===== src/rtl/pwr_seq_pkg.sv =====
// -----------------------------------------------------------------------------
// pwr_seq_pkg
// Shared definitions for the rail power sequencer and its step timer.
//   seq_state_t   : sequencer states ST_IDLE .. ST_FAULT
//   delay_cycles(): converts a delay in ns to a clock-cycle count, floor or
//                   ceil, never less than one cycle. Shared with other timer
//                   blocks that need the same conversion.
// -----------------------------------------------------------------------------
package pwr_seq_pkg;

    typedef enum logic [2:0] {
        ST_IDLE      = 3'd0,
        ST_RAMP_UP   = 3'd1,
        ST_ON        = 3'd2,
        ST_RAMP_DOWN = 3'd3,
        ST_FAULT     = 3'd4
    } seq_state_t;

    // round = 0 -> floor(period/cycle), round != 0 -> ceil(period/cycle).
    // A zero result would make a step vanish, so it is clamped to one cycle.
    function automatic int delay_cycles(input int period, input int cycle, input int round);
        int d;
        if (cycle <= 0) begin
            d = 1;
        end else if (round != 0) begin
            d = (period + cycle - 1) / cycle;
        end else begin
            d = period / cycle;
        end
        if (d < 1) begin
            d = 1;
        end
        return d;
    endfunction

endpackage


===== src/rtl/seq_step_timer.sv =====
// -----------------------------------------------------------------------------
// seq_step_timer
// One-shot step timer. A start sampled high at edge S (re)arms the counter;
// done is high for exactly one cycle, visible at edge S+DELAY_CYCLE. A start
// while running restarts the count from scratch.
// Ports:
//   clk    : clock, rising edge
//   rst_n  : asynchronous active-low reset
//   start  : restart request, sampled every edge
//   done   : one-cycle pulse DELAY_CYCLE cycles after start
// -----------------------------------------------------------------------------
module seq_step_timer #(
    parameter int DELAY_CYCLE = 1
) (
    input  logic clk,
    input  logic rst_n,
    input  logic start,
    output logic done
);

    localparam int CW = $clog2(DELAY_CYCLE + 1);
    localparam logic [CW-1:0] CNT_ONE  = CW'(1);
    localparam logic [CW-1:0] CNT_LAST = CW'(DELAY_CYCLE);

    logic [CW-1:0] count_reg;
    logic          running_reg;

    // The count starts at 1 on the start edge so that done decodes directly
    // from the registers and lands on edge S+D even when D is 1.
    always_ff @(posedge clk or negedge rst_n) begin
        if (!rst_n) begin
            count_reg   <= '0;
            running_reg <= 1'b0;
        end else if (start) begin
            count_reg   <= CNT_ONE;
            running_reg <= 1'b1;
        end else if (running_reg) begin
            if (count_reg == CNT_LAST) begin
                running_reg <= 1'b0;
            end else begin
                count_reg <= count_reg + CNT_ONE;
            end
        end
    end

    assign done = running_reg && (count_reg == CNT_LAST);

endmodule


===== src/rtl/rail_power_sequencer.sv =====
// -----------------------------------------------------------------------------
// rail_power_sequencer
// Enables NUM_STEPS rails in order 0..N-1, one per step of D cycles, checks
// each rail's power-good at the end of its step, watches already-good rails,
// and ramps down in reverse order on request or on a power-good failure.
// Ports:
//   clk       : clock, rising edge
//   rst_n     : asynchronous active-low reset; drops every rail at once
//   req       : 1 = power up / stay on, 0 = power down
//   pg        : per-rail power-good, synchronous to clk
//   rail_en   : registered thermometer-coded rail enables
//   power_ok  : all rails on and good
//   busy      : ramping up or down
//   fault     : latched power-good failure
//   fault_idx : failing rail index, valid while fault=1
// -----------------------------------------------------------------------------
module rail_power_sequencer
    import pwr_seq_pkg::*;
#(
    parameter int NUM_STEPS  = 4,
    parameter int STEP_DELAY = 1000,
    parameter int CYCLE_TIME = 10,
    parameter int ROUND_MODE = 0
) (
    input  logic                 clk,
    input  logic                 rst_n,
    input  logic                 req,
    input  logic [NUM_STEPS-1:0] pg,
    output logic [NUM_STEPS-1:0] rail_en,
    output logic                 power_ok,
    output logic                 busy,
    output logic                 fault,
    output logic [3:0]           fault_idx
);

    localparam int DELAY_CYCLE = delay_cycles(STEP_DELAY, CYCLE_TIME, ROUND_MODE);
    localparam int SW          = $clog2(NUM_STEPS + 1);
    localparam logic [NUM_STEPS-1:0] RAIL_ONE  = NUM_STEPS'(1);
    localparam logic [SW-1:0]        STEP_ONE  = SW'(1);
    localparam logic [SW-1:0]        STEP_LAST = SW'(NUM_STEPS - 1);

    seq_state_t           state_reg;
    logic [SW-1:0]        step_reg;     // index of highest enabled rail
    logic                 start;
    logic                 done;
    logic [NUM_STEPS-1:0] step_bit;
    logic [NUM_STEPS-1:0] checked_mask;
    logic [NUM_STEPS-1:0] bad;
    logic [3:0]           fail_idx;
    logic                 chk_fail;
    logic                 fault_any;
    logic                 multi_rail;

    seq_step_timer #(
        .DELAY_CYCLE(DELAY_CYCLE)
    ) u_timer (
        .clk  (clk),
        .rst_n(rst_n),
        .start(start),
        .done (done)
    );

    always_comb begin
        step_bit = RAIL_ONE << step_reg;
        // Rails whose power-good must already be holding.
        case (state_reg)
            ST_RAMP_UP: checked_mask = step_bit - RAIL_ONE;
            ST_ON:      checked_mask = '1;
            default:    checked_mask = '0;
        endcase
        bad = checked_mask & ~pg;

        // End-of-step check names the current rail; any monitored drop has a
        // lower index and therefore takes precedence.
        fail_idx = 4'(step_reg);
        for (int i = NUM_STEPS - 1; i >= 0; i--) begin
            if (bad[i]) begin
                fail_idx = 4'(i);
            end
        end
        chk_fail   = (state_reg == ST_RAMP_UP) && done && ((pg & step_bit) == '0);
        fault_any  = (|bad) || chk_fail;
        // More than rail 0 still on: ramp-down needs at least one more step.
        multi_rail = (rail_en >> 1) != '0;

        start = 1'b0;
        case (state_reg)
            ST_IDLE:      start = req;
            ST_RAMP_UP:   start = (fault_any || !req) ? multi_rail
                                                      : (done && (step_reg != STEP_LAST));
            ST_ON:        start = (fault_any || !req) && multi_rail;
            ST_RAMP_DOWN: start = done && multi_rail;
            default:      start = 1'b0;
        endcase
    end

    always_ff @(posedge clk or negedge rst_n) begin
        if (!rst_n) begin
            state_reg <= ST_IDLE;
            step_reg  <= '0;
            rail_en   <= '0;
            power_ok  <= 1'b0;
            busy      <= 1'b0;
            fault     <= 1'b0;
            fault_idx <= '0;
        end else begin
            case (state_reg)
                ST_IDLE: begin
                    if (req) begin
                        rail_en   <= RAIL_ONE;
                        step_reg  <= '0;
                        state_reg <= ST_RAMP_UP;
                        busy      <= 1'b1;
                    end
                end
                ST_RAMP_UP, ST_ON: begin
                    if (fault_any || !req) begin
                        // Fault beats a simultaneous req=0; the ramp-down
                        // itself is the same either way.
                        if (fault_any) begin
                            fault     <= 1'b1;
                            fault_idx <= fail_idx;
                        end
                        power_ok <= 1'b0;
                        rail_en  <= rail_en >> 1;
                        if (step_reg != '0) begin
                            step_reg <= step_reg - STEP_ONE;
                        end
                        if (multi_rail) begin
                            state_reg <= ST_RAMP_DOWN;
                            busy      <= 1'b1;
                        end else begin
                            state_reg <= fault_any ? ST_FAULT : ST_IDLE;
                            busy      <= 1'b0;
                        end
                    end else if ((state_reg == ST_RAMP_UP) && done) begin
                        if (step_reg == STEP_LAST) begin
                            state_reg <= ST_ON;
                            power_ok  <= 1'b1;
                            busy      <= 1'b0;
                        end else begin
                            step_reg <= step_reg + STEP_ONE;
                            rail_en  <= (rail_en << 1) | RAIL_ONE;
                        end
                    end
                end
                ST_RAMP_DOWN: begin
                    if (done) begin
                        rail_en <= rail_en >> 1;
                        if (step_reg != '0) begin
                            step_reg <= step_reg - STEP_ONE;
                        end
                        if (!multi_rail) begin
                            // Rail 0 clears on this edge.
                            state_reg <= fault ? ST_FAULT : ST_IDLE;
                            busy      <= 1'b0;
                        end
                    end
                end
                ST_FAULT: begin
                    if (!req) begin
                        fault     <= 1'b0;
                        fault_idx <= '0;
                        state_reg <= ST_IDLE;
                    end
                end
                default: begin
                    state_reg <= ST_IDLE;
                end
            endcase
        end
    end

endmodule


===== config.mk =====
export PLATFORM = sky130hd
export DESIGN_NAME = rail_power_sequencer
export DESIGN_NICKNAME = d
export VERILOG_FILES = /design/src/rtl/pwr_seq_pkg.sv /design/src/rtl/seq_step_timer.sv /design/src/rtl/rail_power_sequencer.sv
export SDC_FILE = /design/constraint.sdc
export NUM_CORES = 1
export LEC_CHECK = 0
export ABC_AREA = 1
export CAP_MARGIN = 0
export CORE_MARGIN = 2
export CORE_UTILIZATION = 59
export CTS_BUF_LIST = sky130_fd_sc_hd__clkbuf_8
export CTS_CLUSTER_DIAMETER = 120
export DETAILED_ROUTE_END_ITERATION = 16
export PLACE_DENSITY = 0.82
export SKIP_LAST_GASP = 1
export SLEW_MARGIN = 10
export SYNTH_ARGS = -nofsm -noshare
export SYNTH_HDL_FRONTEND = slang
export SYNTH_SLANG_ARGS = --single-unit

===== constraint.sdc =====
create_clock -name clk -period 4.59 [get_ports clk]
set_input_delay 1.377 -clock clk [delete_from_list [all_inputs] [get_ports clk]]
set_output_delay 1.377 -clock clk [all_outputs]
set_load 0.01 [all_outputs]

==> results of run 1 <==
## worst paths after layout
kind,endpoint,startpoint,slack (ns),cells after the start
setup / recovery,step_reg[2],pg[0],1.52,12
hold / removal,power_ok,power_ok,0.49,1
setup reg to reg,step_reg[2],step_reg[1],2.07,14
hold reg to reg,power_ok,power_ok,0.49,1
min in group asynchronous,fault_idx[2],rst_n,1.07,1
max in group asynchronous,step_reg[0],rst_n,3.17,1
## logic make-up after synthesis
family / count (synthesis) / share of synthesized area [%]
AND/OR/NAND/NOR: 144 / 40.6
buffers and inverters: 40 / 8.89
AO/OA/AOI/OAI: 26 / 8.48
flip-flops: 24 / 32.6
XOR/XNOR: 8 / 3.80
adder cells (fa/ha/maj): 8 / 5.43
other: 1 / 0.203
## final cells by class
cell class,instances,area (µm²)
Fill cell,240,917
Clock buffer,3,41.3
Timing Repair Buffer,16,155
Clock inverter,1,30.0
Inverter,36,138
Tap cell,33,41.3
Sequential cell,24,601
Multi-Input combinational cell,187,1080
## Yosys cell counts, types with 5 or more instances
library cell	number
xor2_1	6
inv_1	31
nor2_2	9
dfrtp_1	24
ha_1	8
nor2_1	17
nand3_1	24
nand4_1	6
o21ai_1	7
o21ai_0	5
nand2_1	68
## per-layer routing
metal,vias to the layer above,global-route usage [%]
met5,-,0
li1,833,-
met4,0,11.1
met3,9,2.81
met1,735,30.0
met2,44,40.1
## where the power goes
part | total (mW) | internal (mW) | switching (mW)
combinational | 0.0164 | 0.00600 | 0.0104
clock | 0.188 | 0.117 | 0.0709
sequential | 0.211 | 0.211 | 0
total | 0.415 | 0.334 | 0.0814
## through the flow
stage | worst slack, ns | hold WS, ns | instance area, µm²
6_report | 1.52 | 0.494 | 2090
5_1_grt | 1.31 | 0.517 | 2090
4_1_cts | 1.53 | 0.502 | 2090
3_5_place_dp | 1.25 | 0.481 | 2020
3_3_place_gp | 1.30 | 0.479 | 2020
2_1_floorplan | 2.03 | 0.530 | 1840
## worst max-delay path, stage by stage
cell	delay, ns
clkdlybuf4s50_1	0.45
inv_1	0.05
o22ai_1	0.16
nor2_1	0.06
nand3_1	0.15
inv_1	0.10
nor2_4	0.33
nand3_4	0.16
nor2_8	0.19
nor2_4	0.07
nand2_1	0.07
nand2_1	0.05
==> impl_metrics.json, run 1 <==
{
  "p_leak_nw": 1.12,
  "netlist-cell-type-count": 33,
  "status": "finished, final reports clean",
  "min_period_ns": 3.07,
  "synth_seq_area_share_pct": 32.6,
  "arrival_ns": 3.24,
  "clockBufferDepth": 2,
  "max_freq_mhz": 325,
  "ys_dominant_reg_cell": "dfrtp_1",
  "timing.final.crit_share_pct": 66.9,
  "route.detailed.drc": 0,
  "top_layer_used": "met4",
  "start_kind": "input port",
  "vdd_drop_max_v": 0.000146,
  "largest_register_ffs": 7,
  "netlist.area_leader.share_pct": 32.6,
  "detail_route.vias_per_cell": 5.40,
  "gp_congestion": 0.899,
  "io_buffers": 16,
  "yosys_warnings": 0,
  "grt_pass1_vias": 1499,
  "required_ns": 4.75,
  "critPathKind": "input port to register",
  "diodes": 0,
  "routed-wl-met3_um": 143,
  "drive_above_1_share_pct": 14.2,
  "power.total_mw": 0.415,
  "dieArea_um2": 3590,
  "final_cells": 300,
  "cts_tree": "yes",
  "place_inst": 296,
  "grt_setup_unrepaired": "no",
  "grt_usage_pct": 23.8,
  "grt_max_degree": 25,
  "via_count": 1621,
  "initial_core_util_pct": 61.4,
  "coreArea_um2": 3000,
  "boundaryPins": 18,
  "wl_mm": 3.63,
  "layout_common_cells": "nand2_1 (68), inv_1 (31), nand3_1 (24), dfrtp_1 (24), nor2_1 (17)",
  "synth_top_area_cell": "dfrtp_1",
  "clk_pin_slew_ns": 0.09,
  "wl_met2_mm": 1.79,
  "dp.final_hpwl_mm": 2.81,
  "final_antenna_net_count": 0,
  "crit_fanout": 15,
  "synthTopCellsByArea": "dfrtp_1 (33%), nand2_1 (14%), nand3_1 (6.5%), inv_1 (6.3%), ha_1 (5.4%)",
  "layout_commonest_cell": "nand2_1",
  "maxSlewViolCount": 0,
  "tightest_slew_ns": 0.664,
  "finalSetupViolations": 0,
  "final_core_util_pct": 69.5,
  "met1_length_mm": 1.61,
  "synth_cells": 251,
  "avgSynthCellArea_um2": 7.35,
  "cts_max_level": 1,
  "fp-row-count": 20,
  "synth_seq_cells": 24,
  "nets": 283,
  "post-cts-setup-buffers": 0,
  "antenna_found_initial": 0,
  "syn2layout_area_growth_pct": 13.1,
  "wl_per_cell_um": 12.1,
  "cts_resized": 0,
  "cp-end-kind": "register",
  "die_w_um": 59.9,
  "synth_edf_count": 0,
  "first_pass_iters": 5,
  "setup_tns_ns": 0,
  "root_buffer": "clkbuf_8",
  "postSynth.asyncResetShare_pct": 100,
  "final_hold_viol_count": 0,
  "clock_sinks": 24,
  "cap_violations": 0,
  "slew_headroom_pct": 55.6,
  "clk_latency_ns": 0.27,
  "grt_pass1_wl_mm": 6.45,
  "drtIter0Drc": 53,
  "postCtsHoldBufs": 0,
  "synth_area_um2": 1840,
  "gr-total-overflow": 0,
  "cts_buffers": 3,
  "power.density_nw_per_um2": 199,
  "clock_skew_ns": 0.00122,
  "synth_nets": 266,
  "die_h_um": 59.9,
  "hold_path.class": "register to register"
}
No activity file was read; power rests on OpenSTA's default activity.
==> run 2: changes to the inputs <==
Clock period 4.59 ns to 3 ns, I/O delays scaled along.
==> impl_metrics.json, run 2 (synthesis gave the netlist of run 1 again) <==
{
  "clk_latency_ns": 0.27,
  "setup.worst_path.start": "pg[0]",
  "required_ns": 3.16,
  "final_cells": 303,
  "final_antenna_net_count": 0,
  "p_leak_nw": 1.14,
  "vdd_drop_max_v": 0.000177,
  "dp.final_hpwl_mm": 2.85,
  "cts_resized": 0,
  "drive_above_1_share_pct": 14.8,
  "critPathKind": "input port to register",
  "drtIter0Drc": 81,
  "status": "finished, final reports clean",
  "gp_congestion": 0.891,
  "clock_sinks": 24,
  "setup_slack_ns": 0.503,
  "root_buffer": "clkbuf_8",
  "grt_pass1_wl_mm": 6.38,
  "dp_slack_ns": 0.219,
  "slew_headroom_pct": 62.9,
  "start_kind": "input port",
  "coreArea_um2": 3000,
  "fill_cells": 263,
  "tightest_slew_ns": 0.554,
  "post-cts-setup-buffers": 0,
  "diodes": 0,
  "wl_per_cell_um": 12.1,
  "syn2layout_area_growth_pct": 14.6,
  "timing.final.crit_share_pct": 83.2,
  "place_inst": 299,
  "seqCellArea_um2": 601,
  "cp-end-kind": "register",
  "clock_skew_ns": 0.00681,
  "grt_pass1_vias": 1500,
  "route.detailed.drc": 0,
  "multi_input_area_um2": 1080,
  "clk_pin_slew_ns": 0.09,
  "grt_max_degree": 25,
  "cts_max_level": 1,
  "wl_mm": 3.67,
  "min_period_ns": 2.50,
  "boundaryPins": 18,
  "setup_tns_ns": 0,
  "cts_tree": "yes",
  "postCtsHoldBufs": 0,
  "finalSetupViolations": 0,
  "hold_path.class": "register to register",
  "largest_register_ffs": 7,
  "gr-total-overflow": 0,
  "antenna_found_initial": 0,
  "crit_fanout": 10,
  "cap_violations": 0,
  "power.total_mw": 0.636,
  "max_freq_mhz": 400,
  "rr_startpoint": "step_reg[0]",
  "grt_usage_pct": 23.5,
  "nets": 286,
  "io_buffers": 16,
  "worstHoldStart": "power_ok",
  "layout_common_cells": "nand2_1 (68), inv_1 (31), nand3_1 (24), dfrtp_1 (24), nor2_1 (17)",
  "die_h_um": 59.9,
  "grt_setup_unrepaired": "no",
  "die_w_um": 59.9,
  "detail_route.vias_per_cell": 5.40,
  "fp-row-count": 20,
  "via_count": 1635,
  "final_hold_viol_count": 0,
  "final_core_util_pct": 70.4,
  "clockBufferDepth": 2,
  "power.density_nw_per_um2": 301,
  "layout_commonest_cell": "nand2_1",
  "arrival_ns": 2.65,
  "cts_buffers": 3,
  "first_pass_iters": 4,
  "maxSlewViolCount": 0,
  "initial_core_util_pct": 61.4,
  "dieArea_um2": 3590
}
run 2: final timing paths:
check                      cells after the start           end  slack (ns)
max                                           12   step_reg[1]        0.50
min                                            1      power_ok        0.49
max reg2reg                                   14   step_reg[1]        0.57
min reg2reg                                    1      power_ok        0.49
max in group asynchronous                      2   step_reg[1]        1.79
min in group asynchronous                      2  fault_idx[0]        0.98
run 2: layout make-up:
class,instances,share of cell area [%]
clock buffers,3,1.95
repair buffers,19,8.64
well taps,33,1.95
flip-flops and latches,24,28.4
multi-input cells,187,51.1
clock inverters,1,1.42
inverters,36,6.51
run 2: metrics by stage:
stage / cell area, µm² / hold WS, ns
2_1_floorplan: 1840 / 0.530
3_3_place_gp: 2040 / 0.477
3_5_place_dp: 2040 / 0.481
4_1_cts: 2110 / 0.501
5_1_grt: 2110 / 0.520
6_report: 2110 / 0.493
run 2: worst max-delay path, stage by stage:
cell and delay (ns):
clkdlybuf4s50_1 0.46, inv_1 0.05, o22ai_1 0.15, nor2_1 0.07
nand3_1 0.15, inv_1 0.10, nor2_4 0.26, nand3_4 0.15
nor2_8 0.18, nor2_4 0.07, nand2_1 0.07, nand2_1 0.05
run 2: metal layers:
metal  up-vias  global-route usage, %  routed length [µm]
li1        842                      -                   -
met1       743                   30.8                1660
met2        42                   39.6                1750
met3         8                   2.81                 178
met4         0                   8.25                  73
met5         -                      0                   0
run 2: report_power, final:
part	internal [mW]	switching, mW
logic	0.0115	0.0159
registers	0.323	0
clock network	0.179	0.107
total	0.513	0.123
==> run 3: changes to the inputs <==
Clock period 3 ns to 2.3 ns, I/O delays scaled along.
==> impl_metrics.json, run 3 (synthesis gave the netlist of run 1 again) <==
{
  "gr-total-overflow": 0,
  "cts_buffers": 3,
  "cp-end-kind": "register",
  "final_antenna_net_count": 0,
  "hold-path-endpoint": "power_ok",
  "start_kind": "register",
  "syn2layout_area_growth_pct": 29.4,
  "cp_common_cell": "nand2_1",
  "hold_path.class": "register to register",
  "r2r-end": "step_reg[2]",
  "seq_power_share_pct": 50.4,
  "multi_input_area_um2": 1160,
  "grt_pass1_vias": 1598,
  "postCtsHoldBufs": 0,
  "dp_slack_ns": -0.129,
  "coreArea_um2": 3000,
  "dp.final_hpwl_mm": 3.00,
  "clock_sinks": 24,
  "layout_commonest_cell": "nand2_1",
  "fp-row-count": 20,
  "root_buffer": "clkbuf_8",
  "fin_area_um2": 2390,
  "finalSetupViolations": 0,
  "status": "finished, final reports clean",
  "io_buffers": 16,
  "maxSlewViolCount": 0,
  "first_pass_iters": 4,
  "initial_core_util_pct": 61.4,
  "dieArea_um2": 3590,
  "clk_latency_ns": 0.27,
  "p_comb_share_pct": 4.7,
  "timing.final.crit_share_pct": 98.8,
  "critPathKind": "register to register",
  "cts_max_level": 1,
  "fill_cells": 210,
  "power.density_nw_per_um2": 351,
  "detail_route.vias_per_cell": 5.59,
  "nets": 309,
  "vdd_drop_max_v": 0.000286,
  "p_leak_nw": 1.26,
  "cp_top_family": "simple AND/OR/NAND/NOR gates",
  "route.detailed.drc": 0,
  "rr_worst_depth": 14,
  "largest_register_ffs": 7,
  "wl_mm": 4.56,
  "wl_per_cell_um": 14.0,
  "placed_cell_area_um2": 2140,
  "required_ns": 2.51,
  "whs_path_depth": 1,
  "rr_startpoint": "step_reg[0]",
  "grt_pass1_wl_mm": 6.82,
  "r2r_slack_ns": 0.03,
  "gp_congestion": 0.868,
  "via_count": 1821,
  "clock_skew_ns": 0.00186,
  "path_buf_inv": 2,
  "grt_max_degree": 25,
  "seqCellArea_um2": 602,
  "diodes": 0,
  "pwr-share-clk_pct": 44.9,
  "arrival_ns": 2.48,
  "critPathMaxStageDelay_ns": 0.47,
  "worstHoldStart": "power_ok",
  "cts_tree": "yes",
  "intPower_mw": 0.671,
  "worstPathCellList": "ha_2 -> ha_2 -> inv_1 -> nand2_1 -> nand2_1 -> nand2_1 -> nand2_2 -> nand3_4 -> nor2_4 -> nand3_4 -> nor2_8 -> buf_6 -> o21ai_1 -> nand2_1",
  "crit_fanout": 7,
  "layout_common_cells": "nand2_1 (62), inv_1 (29), nand3_1 (24)",
  "min_period_ns": 2.27,
  "drive_above_1_share_pct": 26.6,
  "drtIter0Drc": 96,
  "clockBufferDepth": 2,
  "slowest_stage": "dfrtp_2",
  "die_w_um": 59.9,
  "p_switching_mw": 0.165,
  "switching_share_pct": 19.7,
  "die_h_um": 59.9,
  "grt_usage_pct": 24.9,
  "cap_violations": 0,
  "antenna_found_initial": 0,
  "clk_pin_slew_ns": 0.09,
  "final_core_util_pct": 79.5,
  "setup_slack_ns": 0.0271,
  "max_freq_mhz": 440,
  "boundaryPins": 18,
  "final_hold_viol_count": 0
}
[run 3: changes by cell type in the layout (fill, tap and decap cells not counted), moves of 2 or more]
cell     previous run  this run
nand2_1            68        62
buf_6               0         3
nor2_4              4         6
buf_4               3        23
nand3_4             3         5
ha_2                0         2
inv_1              31        29
nand3_2             4         2
ha_4                0         2
ha_1                8         4
nand2_2             4        10
[run 3: metal layers]
metal / GRT usage, % / up-vias / wire length (µm)
met2: 42.7 / 78 / 2230
met3: 3.03 / 12 / 283
met5: 0 / - / 0
li1: - / 885 / -
met1: 32.5 / 846 / 1970
met4: 7.62 / 0 / 79
[run 3: what timing repair did]
action,4_1_cts,5_1_grt
endpoints found under the setup margin,0,23
setup buffers,0,10
gates resized for setup,0,27
[run 3: through the flow]
step | cells | hold slack (ns) | total power [mW] | setup TNS, ns
after floorplan | 251 | 0.394 | 0.443 | 0
after global placement | 312 | 0.483 | 0.469 | -0.583
after detailed placement | 312 | 0.493 | 0.470 | -1.21
after CTS | 316 | 0.514 | 0.848 | 0
after global routing | 326 | 0.541 | 0.869 | -1.02
final | 326 | 0.504 | 0.837 | 0
[run 3: power by group through the flow]
stage               logic [mW]  registers [mW]  clock network [mW]
finish                  0.0397           0.422               0.375
global route            0.0446           0.422               0.403
CTS                     0.0395           0.422               0.387
detailed placement      0.0396           0.430                   0
global placement        0.0392           0.430                   0
floorplan               0.0125           0.430                   0
[run 3: worst max-delay path by stage]
| stage | startpoint | end | slack [ns] | cells after the start |
|---|---|---|---|---|
| 2_1_floorplan | step_reg[0] | rail_en[2] | 0.21 | 14 |
| 5_1_grt | step_reg[0] | step_reg[2] | -0.11 | 15 |
| 6_report | step_reg[0] | step_reg[2] | 0.03 | 14 |
| 3_3_place_gp | pg[0] | rail_en[2] | -0.07 | 12 |
| 4_1_cts | step_reg[0] | step_reg[2] | 0.005 | 14 |
| 3_5_place_dp | pg[0] | step_reg[2] | -0.13 | 12 |
[run 3: final cells by class]
class / instances / share of cell area [%]
clock buffer: 3 / 1.73
clock inverter: 1 / 1.26
inverter: 36 / 5.87
multi-input combinational: 187 / 48.8
sequential: 24 / 25.2
tap: 33 / 1.73
timing repair buffer: 42 / 15.4
[run 3: worst reg2reg max path: stages (launching register included)]
cell and delay [ns]:
dfrtp_2 0.47, ha_2 0.20, ha_2 0.20, inv_1 0.09, nand2_1 0.06, nand2_1 0.06
nand2_1 0.07, nand2_2 0.11, nand3_4 0.09, nor2_4 0.23, nand3_4 0.15, nor2_8 0.20
buf_6 0.12, o21ai_1 0.06, nand2_1 0.09
==> patch, RTL diff (settings of run 1) <==
Change the parameter `CYCLE_TIME` from 10 to 20.
--- a/src/rtl/rail_power_sequencer.sv
+++ b/src/rtl/rail_power_sequencer.sv
@@ -19,7 +19,7 @@
 #(
     parameter int NUM_STEPS  = 4,
     parameter int STEP_DELAY = 1000,
-    parameter int CYCLE_TIME = 10,
+    parameter int CYCLE_TIME = 20,
     parameter int ROUND_MODE = 0
 ) (
     input  logic                 clk,
Check against the original RTL: same outputs for any inputs over 10 cycles, from zero or initial values and one cycle with rst_n low; that may be too few to reach the edited logic, so the function may still have changed.
==> patch against run 1 <==
  * Worst setup slack gained 0.19 ns
  * Wire length is 5.0% lower
  * Sequential cell count shrank 1
  * Sequential share of layout area up 0.77 points
  * Critical path type unchanged
  * Maximum frequency grew 6.7%
  * Synthesized area is 6.9% lower
  * First-iteration DRC count rose by 25%
  * Die area decreased by 6.4%
  * Largest cell class unchanged
  * Final area is 6.7% lower
Power is left out: it rests on default switching activity, and per cell area and clock period it moved more than threefold.
==> patch: results <==
[status]
outcome = "completed"

[placed_design]
place.gp.congestion = 0.900
dp_cells = 286
dp_hpwl_um = 2650

[drt]
vias_per_cell = 5.25
wire_per_inst_um = 11.9
vias = 1523
drt_iter0_markers = 66
drtPass1Iterations = 4

[global_route]
grt_start_max_net_pins = 24
grt_pass1_wl_um = 6060
grt_pass1_vias = 1369

[synth]
netlist_top_cells_area = "dfrtp_1, nand2_1, inv_1"
netlist_instances = 241
syn_nets = 256
ys_types = 30
synthTopCellsByCount = "nand2_1, inv_1, dfrtp_1, nor2_1, nand3_1"
yosysSeqAreaShare_pct = 33.5

[cells_and_area]
largest_reg_flops = 6
final_net_count = 275

[setup_path]
cp_max_fo = 4
arrival_ns = 3.09
worstSetupStartpoint = "pg[2]"

[clock_tree]
cts.clk_slew.worst_paths_ns = 0.07

[timing]
tightest_slew_ns = 1.00

[hold_path]
worstHoldStart = "fault_idx[1]$_DFFE_PN0P_"
==> patch: cells by family after synthesis <==
| logic type | after synthesis | synth area share [%] |
|---|---|---|
| AND/OR/NAND/NOR | 141 | 40.2 |
| buffers and inverters | 39 | 9.10 |
| AO/OA/AOI/OAI | 24 | 8.59 |
| flip-flops | 23 | 33.5 |
| adder cells (fa/ha/maj) | 8 | 5.83 |
| XOR/XNOR | 5 | 2.55 |
| other | 1 | 0.218 |
==> patch: metal layers <==
metal / track usage, % / vias to the layer above / wire length, um
li1: - / 791 / -
met1: 32.6 / 693 / 1630
met2: 36.7 / 36 / 1630
met3: 5.13 / 3 / 174
met4: 4.65 / 0 / 18
met5: 0 / - / 0
==> patch: critical path: stages <==
cell	delay (ns)
clkdlybuf4s50_1	0.42
nand3_1	0.08
nand2_1	0.05
inv_1	0.04
nand3_1	0.08
nor2_2	0.24
inv_1	0.09
nand3_1	0.16
nand2_1	0.11
nand2_1	0.16
nand2_1	0.08
nand2_1	0.07
nand2_1	0.05
nand2_1	0.07
==> patch: path summary, 6_finish.rpt <==
kind                                                     to  cells past startpoint  slack, ns
max                                 step_reg[0]$_DFFE_PN0P_                     14       1.71
min                                fault_idx[1]$_DFFE_PN0P_                      2       0.48
max reg2reg                         step_reg[0]$_DFFE_PN0P_                     16       2.06
min reg2reg                        fault_idx[1]$_DFFE_PN0P_                      2       0.48
max in group asynchronous           step_reg[0]$_DFFE_PN0P_                      1       2.33
min in group asynchronous  u_timer.count_reg[2]$_DFFE_PN0P_                      1       1.66
==> patch: through the flow <==
| stage | setup WS (ns) | cell area (um2) | hold slack [ns] |
|---|---|---|---|
| 6_report | 1.71 | 1950 | 0.481 |
| 3_5_place_dp | 1.45 | 1900 | 0.471 |
| 4_1_cts | 1.74 | 1950 | 0.491 |
| 2_1_floorplan | 2.11 | 1720 | 0.502 |
| 5_1_grt | 1.54 | 1950 | 0.501 |
| 3_3_place_gp | 1.47 | 1900 | 0.466 |
==> patch: layout make-up <==
| type | count | area (um2) |
|---|---|---|
| clock buffer | 3 | 41.3 |
| tap | 31 | 38.8 |
| clock inverter | 1 | 3.75 |
| sequential | 23 | 576 |
| multi-input combinational | 179 | 986 |
| fill | 255 | 811 |
| timing repair buffer | 16 | 160 |
| inverter | 37 | 141 |
